$ cat src/rtl/xbar_pkt_scheduler_pkg.sv
// Shared constants, FSM state type and width helper for the packet crossbar scheduler.
package xbar_pkt_scheduler_pkg;

  localparam int ARB_RR    = 0;
  localparam int ARB_FIXED = 1;

  typedef enum logic {
    IDLE   = 1'b0,
    LOCKED = 1'b1
  } arb_state_e;

  // Width of an index into n items; never narrower than one bit.
  function automatic int clog2_min1(input int n);
    return (n <= 2) ? 1 : $clog2(n);
  endfunction

endpackage

$ cat src/rtl/xbar_pkt_scheduler_arbiter.sv
// Per-master arbiter: picks one requesting source, then holds it until the packet's
// last beat (or a watchdog release) so packets never interleave on this master.
module xbar_pkt_arbiter
  import xbar_pkt_scheduler_pkg::*;
#(
  parameter int S_DATA_COUNT  = 5,
  parameter int ID_WIDTH      = 3,
  parameter int ARB_MODE      = ARB_RR,
  parameter int MAX_PKT_BEATS = 0
) (
  input  logic                    clk,
  input  logic                    rst_n,
  input  logic [S_DATA_COUNT-1:0] req_i,
  input  logic [S_DATA_COUNT-1:0] s_valid_i,
  input  logic [S_DATA_COUNT-1:0] s_last_i,
  input  logic                    m_ready_i,
  output logic [S_DATA_COUNT-1:0] grant_o,
  output logic [ID_WIDTH-1:0]     id_o,
  output logic                    busy_o,
  output logic                    m_valid_o,
  output logic                    m_last_o,
  output logic [S_DATA_COUNT-1:0] s_ready_o,
  output logic                    timeout_o
);

  localparam int  CW      = ID_WIDTH + 1;
  localparam int  CNTW    = clog2_min1(MAX_PKT_BEATS + 1);
  localparam bit  WDOG_EN = (MAX_PKT_BEATS > 0);
  localparam logic [CNTW-1:0] CNT_LAST = WDOG_EN ? CNTW'(MAX_PKT_BEATS - 1) : '0;

  arb_state_e              state_q;
  logic [ID_WIDTH-1:0]     ptr_q;
  logic [CNTW-1:0]         cnt_q;
  logic [S_DATA_COUNT-1:0] grant_q;
  logic [ID_WIDTH-1:0]     id_q;
  logic                    timeout_q;

  logic                    win_found;
  logic [ID_WIDTH-1:0]     win_idx;
  logic [CW-1:0]           cand;
  logic [ID_WIDTH-1:0]     ptr_d;
  logic                    beat;
  logic                    beat_last;

  // Rotating search from ptr_q in round-robin mode, plain index order otherwise.
  always_comb begin
    win_found = 1'b0;
    win_idx   = '0;
    cand      = '0;
    for (int k = 0; k < S_DATA_COUNT; k++) begin
      if (ARB_MODE == ARB_FIXED) begin
        cand = CW'(k);
      end else begin
        cand = {1'b0, ptr_q} + CW'(k);
        if (cand >= CW'(S_DATA_COUNT)) cand = cand - CW'(S_DATA_COUNT);
      end
      if (!win_found && req_i[cand[ID_WIDTH-1:0]]) begin
        win_found = 1'b1;
        win_idx   = cand[ID_WIDTH-1:0];
      end
    end
  end

  assign ptr_d     = (win_idx == ID_WIDTH'(S_DATA_COUNT - 1)) ? '0 : win_idx + ID_WIDTH'(1);
  assign m_valid_o = (state_q == LOCKED) & s_valid_i[id_q];
  assign m_last_o  = (state_q == LOCKED) & s_last_i[id_q];
  assign beat      = m_valid_o & m_ready_i;
  assign beat_last = beat & m_last_o;

  always_ff @(posedge clk or negedge rst_n) begin
    if (!rst_n) begin
      state_q   <= IDLE;
      ptr_q     <= '0;
      cnt_q     <= '0;
      grant_q   <= '0;
      id_q      <= '0;
      timeout_q <= 1'b0;
    end else begin
      timeout_q <= 1'b0;
      case (state_q)
        IDLE: begin
          if (win_found) begin
            state_q <= LOCKED;
            grant_q <= S_DATA_COUNT'(1) << win_idx;
            id_q    <= win_idx;
            cnt_q   <= '0;
            if (ARB_MODE == ARB_RR) ptr_q <= ptr_d;
          end
        end
        LOCKED: begin
          if (beat_last || (beat && WDOG_EN && cnt_q == CNT_LAST)) begin
            state_q   <= IDLE;
            grant_q   <= '0;
            id_q      <= '0;
            cnt_q     <= '0;
            timeout_q <= !beat_last;
          end else if (beat) begin
            cnt_q <= cnt_q + CNTW'(1);
          end
        end
        default: state_q <= IDLE;
      endcase
    end
  end

  assign grant_o   = grant_q;
  assign id_o      = id_q;
  assign busy_o    = (state_q == LOCKED);
  assign s_ready_o = grant_q & {S_DATA_COUNT{m_ready_i}};
  assign timeout_o = timeout_q;

endmodule

$ cat src/rtl/xbar_pkt_scheduler.sv
// Packet-aware crossbar scheduler: one locking arbiter per master, plus ready/valid
// steering. A beat moves on master j when m_valid_o[j] & m_ready_i[j]; the granted
// source sees s_ready_o = m_ready_i[j] combinationally, ungranted sources see 0.
module xbar_pkt_scheduler
  import xbar_pkt_scheduler_pkg::*;
#(
  parameter int S_DATA_COUNT  = 5,
  parameter int M_DATA_COUNT  = 3,
  parameter int T_ID___WIDTH  = clog2_min1(S_DATA_COUNT),
  parameter int T_DEST_WIDTH  = clog2_min1(M_DATA_COUNT),
  parameter int ARB_MODE      = ARB_RR,
  parameter int MAX_PKT_BEATS = 0
) (
  input  logic                                 clk,
  input  logic                                 rst_n,
  input  logic [S_DATA_COUNT*T_DEST_WIDTH-1:0] s_dest_i,
  input  logic [S_DATA_COUNT-1:0]              s_valid_i,
  input  logic [S_DATA_COUNT-1:0]              s_last_i,
  input  logic [M_DATA_COUNT-1:0]              m_ready_i,
  output logic [S_DATA_COUNT-1:0]              s_ready_o,
  output logic [M_DATA_COUNT-1:0]              m_valid_o,
  output logic [M_DATA_COUNT-1:0]              m_last_o,
  output logic [M_DATA_COUNT*T_ID___WIDTH-1:0] m_id_o,
  output logic [M_DATA_COUNT*S_DATA_COUNT-1:0] grant_o,
  output logic [M_DATA_COUNT-1:0]              m_busy_o,
  output logic [M_DATA_COUNT-1:0]              pkt_timeout_o
);

  logic [S_DATA_COUNT-1:0] sready_m [M_DATA_COUNT];

  for (genvar j = 0; j < M_DATA_COUNT; j++) begin : g_master
    logic [S_DATA_COUNT-1:0] req;

    // Out-of-range destinations match no master, so such sources simply stall.
    for (genvar i = 0; i < S_DATA_COUNT; i++) begin : g_req
      assign req[i] = s_valid_i[i] &
                      (s_dest_i[i*T_DEST_WIDTH +: T_DEST_WIDTH] == T_DEST_WIDTH'(j));
    end

    xbar_pkt_arbiter #(
      .S_DATA_COUNT (S_DATA_COUNT),
      .ID_WIDTH     (T_ID___WIDTH),
      .ARB_MODE     (ARB_MODE),
      .MAX_PKT_BEATS(MAX_PKT_BEATS)
    ) u_arb (
      .clk      (clk),
      .rst_n    (rst_n),
      .req_i    (req),
      .s_valid_i(s_valid_i),
      .s_last_i (s_last_i),
      .m_ready_i(m_ready_i[j]),
      .grant_o  (grant_o[j*S_DATA_COUNT +: S_DATA_COUNT]),
      .id_o     (m_id_o[j*T_ID___WIDTH +: T_ID___WIDTH]),
      .busy_o   (m_busy_o[j]),
      .m_valid_o(m_valid_o[j]),
      .m_last_o (m_last_o[j]),
      .s_ready_o(sready_m[j]),
      .timeout_o(pkt_timeout_o[j])
    );
  end

  always_comb begin
    s_ready_o = '0;
    for (int j = 0; j < M_DATA_COUNT; j++) s_ready_o = s_ready_o | sready_m[j];
  end

endmodule

$ cat config.mk
export PLATFORM = sky130hd
export DESIGN_NAME = xbar_pkt_scheduler
export DESIGN_NICKNAME = d
export VERILOG_FILES = /design/src/rtl/xbar_pkt_scheduler_pkg.sv /design/src/rtl/xbar_pkt_scheduler_arbiter.sv /design/src/rtl/xbar_pkt_scheduler.sv
export SDC_FILE = /design/constraint.sdc
export NUM_CORES = 1
export LEC_CHECK = 0
export BUFFER_PORTS_ARGS = -buffer_cell sky130_fd_sc_hd__buf_2
export CAP_MARGIN = 20
export CORE_MARGIN = 4
export CORE_UTILIZATION = 40
export CTS_BUF_LIST = sky130_fd_sc_hd__clkbuf_4
export DETAILED_ROUTE_END_ITERATION = 8
export PLACE_DENSITY = 0.63
export SLEW_MARGIN = 20
export SYNTH_ARGS = -nofsm -noshare
export SYNTH_HDL_FRONTEND = slang
export SYNTH_SLANG_ARGS = --single-unit
$ cat constraint.sdc
create_clock -name clk -period 7 [get_ports clk]
set_input_delay 1.4 -clock clk [delete_from_list [all_inputs] [get_ports clk]]
set_output_delay 1.4 -clock clk [all_outputs]
set_load 0.01 [all_outputs]
== Word-level counts from Yosys, hierarchy flattened ==
Index checks and enable logic that the tools add are counted.

* Register bits: 39
* Bits in latches: 0
* RAM bits: 0
* ROM bits: 0
* Bits of input ports: 25
* Output and inout bits: 41
* Logic and storage cells: 296
* Memories: 0

* $add $sub $neg: 30
* Multiply operators: 0
* Divide/modulo/power cells: 0
* Order comparisons: 33
* Equal/unequal tests: 19
* Shifts and indexed selects: 3
* Multiplexer cells: 123
* Bitwise operators: 35
* Reduce and logical (&&, ||, !) cells: 38

{| class="wikitable"
|+ Operator list
! kind !! count
|-
| $mux W3 || 39
|-
| $lt A3 B4 Y1 const B || 18
|-
| $bmux W1 S3 || 21
|-
| $ge A4 B3 Y1 const B || 12
|-
| $mux W1 || 48
|-
| $sub A3 B3 Y3 const B || 15
|-
| $mux W5 || 6
|-
| $pmux W5 S2 || 3
|-
| $and A1 B1 Y1 || 27
|-
| $add A3 B2 Y4 const B || 6
|-
| $pmux W3 S2 || 3
|-
| $and A5 B5 Y5 || 3
|-
| $logic_not A1 Y1 || 15
|-
| $shl A1 B3 Y5 const A || 3
|-
| $add A3 B1 Y4 const B || 3
|-
| $add A3 B3 Y4 const B || 3
|-
| $logic_and A1 B1 Y1 || 12
|-
| $reduce_and A2 Y1 || 6
|-
| $eq A2 B1 Y1 const B || 5
|-
| $eq A2 B2 Y1 const B || 5
|-
| $logic_not A2 Y1 || 5
|-
| $or A5 B5 Y5 || 2
|-
| $add A3 B1 Y3 const B || 3
|-
| $eq A3 B3 Y1 const B || 3
|-
| other kinds (5) || 15
|}

== Logic depth before layout (Yosys ltp) ==
* Depth after elaboration: 20
* Mapped depth: 19
* Depth with buffers taken out: 17

== By module ==
From an unflattened synthesis, not the netlist that was laid out.

* Cells, all modules: 640
* Area, all modules: 5,584.1 µm²

{| class="wikitable"
|+ By module, submodules not included
! module !! instances !! cells each !! area an instance (µm²) !! seq. area each (µm²)
|-
| xbar_pkt_arbiter at g_master[1].u_arb ... || 2 || 210 || 1,806.7 || 300.3
|-
| xbar_pkt_arbiter at g_master[0].u_arb || 1 || 200 || 1,814.2 || 300.3
|-
| xbar_pkt_scheduler || 1 || 20 || 156.4 || 0.0
|}

== Worst setup path before layout ==
No wires, ideal clock.

* Path type: input port to flip-flop
* From: in s_dest_i[9]
* To: reg g_master[0].u_arb.ptr_q[2]
* Setup time: 0.065 ns
* Data arrival time: 3.981 ns
* Required time: 6.935 ns
* Path slack: 2.953 ns
* Stages: 13
* Path buffers: 1
* Cell sequence: or3b_1 buf_2 or4_4 and2_4 a32o_1 and2_1 nand2b_1 a22o_1 inv_1 ha_1 ha_1 nor2_1 a22o_1

* Cells in the longest elaborated chain, start to end: 19
* Elaborated cells on any way between the ends: 34
* Classes of those cells: 1 x add/sub; 1 x eq/ne; 21 x mux; 1 x bitwise; 10 x reduce/logical

{| class="wikitable"
|+ Ends and longest elaborated chain
! element !! line !! source
|-
| from (decl) || xbar_pkt_scheduler.sv:16 || <nowiki>input logic [S_DATA_COUNT*T_DEST_WIDTH-1:0] s_dest_i,</nowiki>
|-
| $logic_not A2 Y1 (*) || xbar_pkt_scheduler.sv:37 || <nowiki>(s_dest_i[i*T_DEST_WIDTH +: T_DEST_WIDTH] == T_DEST_WIDTH'(j));</nowiki>
|-
| $and A1 B1 Y1 (*) || xbar_pkt_scheduler.sv:36 || <nowiki>assign req[i] = s_valid_i[i] &</nowiki>
|-
| $bmux W1 S3 || xbar_pkt_scheduler_arbiter.sv:57 || <nowiki>if (!win_found && req_i[cand[ID_WIDTH-1:0]]) begin</nowiki>
|-
| $mux W1 (not written as such) || xbar_pkt_scheduler_arbiter.sv:57 ||
|-
| $mux W1 || xbar_pkt_scheduler_arbiter.sv:57 ||
|-
| $logic_not A1 Y1 || xbar_pkt_scheduler_arbiter.sv:57 ||
|-
| $logic_and A1 B1 Y1 || xbar_pkt_scheduler_arbiter.sv:57 ||
|-
| $mux W1 || xbar_pkt_scheduler_arbiter.sv:57 ||
|-
| [3 not listed] || n/a ||
|-
| $logic_not A1 Y1 || xbar_pkt_scheduler_arbiter.sv:57 ||
|-
| $logic_and A1 B1 Y1 || xbar_pkt_scheduler_arbiter.sv:57 ||
|-
| $mux W1 || xbar_pkt_scheduler_arbiter.sv:57 ||
|-
| $logic_not A1 Y1 || xbar_pkt_scheduler_arbiter.sv:57 ||
|-
| $logic_and A1 B1 Y1 || xbar_pkt_scheduler_arbiter.sv:57 ||
|-
| $mux W3 || xbar_pkt_scheduler_arbiter.sv:57 ||
|-
| $add A3 B1 Y3 or $eq A3 B3 Y1 (tied branches) || xbar_pkt_scheduler_arbiter.sv:64 || <nowiki>assign ptr_d = (win_idx == ID_WIDTH'(S_DATA_COUNT - 1)) ? '0 : win_idx + ID_WIDTH'(1);</nowiki>
|-
| $mux W3 || xbar_pkt_scheduler_arbiter.sv:64 ||
|-
| to (signal assigned) || xbar_pkt_scheduler_arbiter.sv:87 || <nowiki>if (ARB_MODE == ARB_RR) ptr_q <= ptr_d;</nowiki>
|-
| to (decl) || xbar_pkt_scheduler_arbiter.sv:32 || <nowiki>logic [ID_WIDTH-1:0] ptr_q;</nowiki>
|}

Every way passes the cells marked *; elsewhere a longest branch is shown, timed or not. The select of a mux whose other input is x is not followed.
A chain may end at the register's enable or synchronous reset.

== Worst setup path after layout ==
* From: reg g_master[0].u_arb.ptr_q[0]
* To: reg g_master[0].u_arb.ptr_q[2]

* Cells in the longest elaborated chain, start to end: 19
* Elaborated cells on any way between the ends: 51
* Classes of those cells: 10 x add/sub; 5 x order compare; 1 x eq/ne; 26 x mux; 9 x reduce/logical

{| class="wikitable"
|+ Ends and longest elaborated chain
! element
|-
| parallel branches: the longest is 19 deep, another holds $add A3 B1 Y4
|}

Several ways; the timed one is not identified. The select of a mux whose other input is x is not followed.

==> impl_metrics.tcl <==
set metrics [dict create \
    viasPerCell 6.12 \
    synth_top_area_cell "dfrtp_1" \
    ant_nets 0 \
    root_buffer "clkbuf_4" \
    setup_viol 0 \
    endpoint "g_master[0].u_arb.ptr_q[2]" \
    cp_max_fo 24 \
    path_cells "buf_4 -> inv_2 -> ha_1 -> inv_1 -> fa_1 -> or3_1 -> o21ai_0 -> mux2_2 -> a211oi_1 -> nor3b_2 -> o21ai_0 -> o21ai_1 -> inv_1 -> ha_1 -> ha_1 -> nor2_1 -> a22o_1" \
    synth_area_leaders "dfrtp_1 18%, ha_1 9.5%, mux4_2 5.7%, nand2_1 4.0%, mux2i_1 3.9%" \
    die-height_um 121 \
    worst_skew_pair.late_latency_ps 330 \
    clock_skew_ps 3.87 \
    syn_to_final_growth_pct 8.15 \
    cts-buffers-inserted 5 \
    ys.flop_type "dfrtp_1" \
    vias 5150 \
    post-route-period-util 0.672 \
    status "finished clean" \
    reg2reg_slack_ps 2300 \
    drt_iter0_drc 438 \
    ios 66 \
    wl_um 15400 \
    critical_path.startpoint "g_master[0].u_arb.ptr_q[0]" \
    reg2reg_to "g_master[0].u_arb.ptr_q[2]" \
    synth_cell_types 84 \
    fin_ws_ps 2300 \
    yosysSeqAreaShare 0.176 \
    critical_path_required_ps 7240 \
    antenna_found_initial 0 \
    initial_core_util 0.408 \
    hpwl_um 12100 \
    h-tree-depth 2 \
    worst_slew_pin_slew_ps 835 \
    fmax_mhz 213 \
    crit_type "reg2reg" \
    grt_first_pass_wirelength_um 25200 \
    place.gp.congestion 0.902 \
    finalHoldViolations 0 \
    cpMostUsedCell "ha_1" \
    die_w_um 121 \
    die-area_um2 14700 \
    r2r-start "g_master[0].u_arb.ptr_q[0]" \
    rsz0062_at_grt "false" \
    grt_use_total 0.210 \
    cts_sinks 36 \
    place_ws_ps 2180 \
    slowest_stage "fa_1" \
    final_common_cell "buf_2" \
    first_global_vias 4885 \
    startpoint_type "flop" \
    min_path_type "reg2reg" \
    avgSynthCellArea_um2 8.18 \
    synth-warning-count 0 \
    synth_edf_count 0 \
    antenna_cells 0 \
    fin_nets 735 \
    ctsResizeCount 0 \
    final_max_slew_viol_count 0 \
    async_flop_share 1.00 \
    ys_seq_elements 36 \
    drive_above_1_share 0.170 \
    syn_inst 627 \
    drc 0 \
    coreArea_um2 12600 \
    grt_max_degree 37 \
    slowest_delay_ps 470 \
    postCtsHoldBufs 0 \
    synth_area_um2 5130 \
    arrival_ps 4940 \
    maxSlewHeadroom 0.442 \
    dp_cells 833 \
    cp-end-kind "flop" \
    stdcell_count 841 \
    max-cap-violations 0 \
    gr-total-overflow 0 \
    cts_setup_buffers 0 \
    timing.final.crit_period_ps 4700 \
    yosysTopAreaCellShare 0.176 \
    first_pass_iters 5 \
    wire_per_inst_um 18.4 \
    rows 41 \
    clk_path_buf_depth 2 \
    most-common-layout-cells "62 x buf_2, 54 x nand2_1, 47 x nor2_1" \
    worst_r2r_path_depth 17 \
    numPortBuffers 62 \
    setup_tns_ps 0 \
    cts_tree "done" \
    clk_pin_slew_ps 110 \
]
## final cells by class
cell class | instances | area, um^2
clock buffers | 7 | 52.6
clock inverters | 1 | 3.75
fillers | 1296 | 7020
inverters | 35 | 131
multi-input cells | 525 | 3910
flip-flops and latches | 36 | 901
well taps | 172 | 215
repair buffers | 65 | 333
## through the flow
step / hold WS [ps] / instance area (um^2) / utilization
4_1_cts: 565 / 5550 / 0.441
3_5_place_dp: 544 / 5490 / 0.437
5_1_grt: 590 / 5550 / 0.441
3_3_place_gp: 548 / 5490 / 0.437
6_report: 560 / 5550 / 0.441
2_1_floorplan: 501 / 5130 / -
## cells in the mapped netlist (10+ instances only)
library cell / instances
nor2b_1: 18
nor3_1: 12
ha_1: 39
inv_1: 32
and2_1: 11
nor2_1: 47
dfrtp_1: 36
a31oi_1: 10
o21ai_0: 34
mux4_2: 13
buf_2: 11
a21o_1: 10
buf_4: 13
nand3b_1: 16
nand3_1: 21
nand2b_1: 20
nand2_1: 54
a21oi_1: 24
mux2i_1: 20
## sequential cells by signal (all words and copies together) (netlist names)
register / count
g_master.u_arb.grant_o: 15
g_master.u_arb.id_o: 9
g_master.u_arb.busy_o: 3
g_master.u_arb.ptr_q: 9
## worst max-delay path: cells and delay by family (launching register included)
kind,cells,cell delay (ps)
AO/OA/AOI/OAI,5,1200
adder cells (fa/ha/maj),4,1180
buffers and inverters,4,600
multiplexers,1,380
flip-flops,1,370
AND/OR/NAND/NOR,3,850
## worst min-delay path by stage
stage	start	to	slack (ps)	cells past startpoint
6_report	g_master[1].u_arb.grant_o[0]	g_master[1].u_arb.grant_o[0]	560	2
5_1_grt	g_master[1].u_arb.grant_o[3]	g_master[1].u_arb.grant_o[3]	590	2
4_1_cts	g_master[1].u_arb.grant_o[0]	g_master[1].u_arb.grant_o[0]	560	2
3_5_place_dp	g_master[0].u_arb.grant_o[4]	g_master[0].u_arb.grant_o[4]	540	2
3_3_place_gp	g_master[1].u_arb.grant_o[0]	g_master[1].u_arb.grant_o[0]	550	2
2_1_floorplan	g_master[0].u_arb.busy_o	g_master[0].u_arb.busy_o	500	2
## metal layers
layer | GRT usage | up-vias | share of wire
met2 | 0.337 | 204 | 0.46
li1 | - | 2436 | -
met3 | 0.0312 | 36 | 0.063
met5 | 0 | - | 0
met1 | 0.296 | 2474 | 0.46
met4 | 0.0567 | 0 | 0.025
## logic make-up after synthesis
family	synth area share
muxes	0.108
xor gates and xnor gates	0.0154
DFF	0.176
buffers and inverters	0.0634
adders and majority gates	0.107
and+or+nand+nor	0.274
other	0.000731
AOI/OAI and AO/OA	0.256
Power is not shown: default switching activity piles up to over one toggle a cycle in this logic, so the estimate is an artifact.
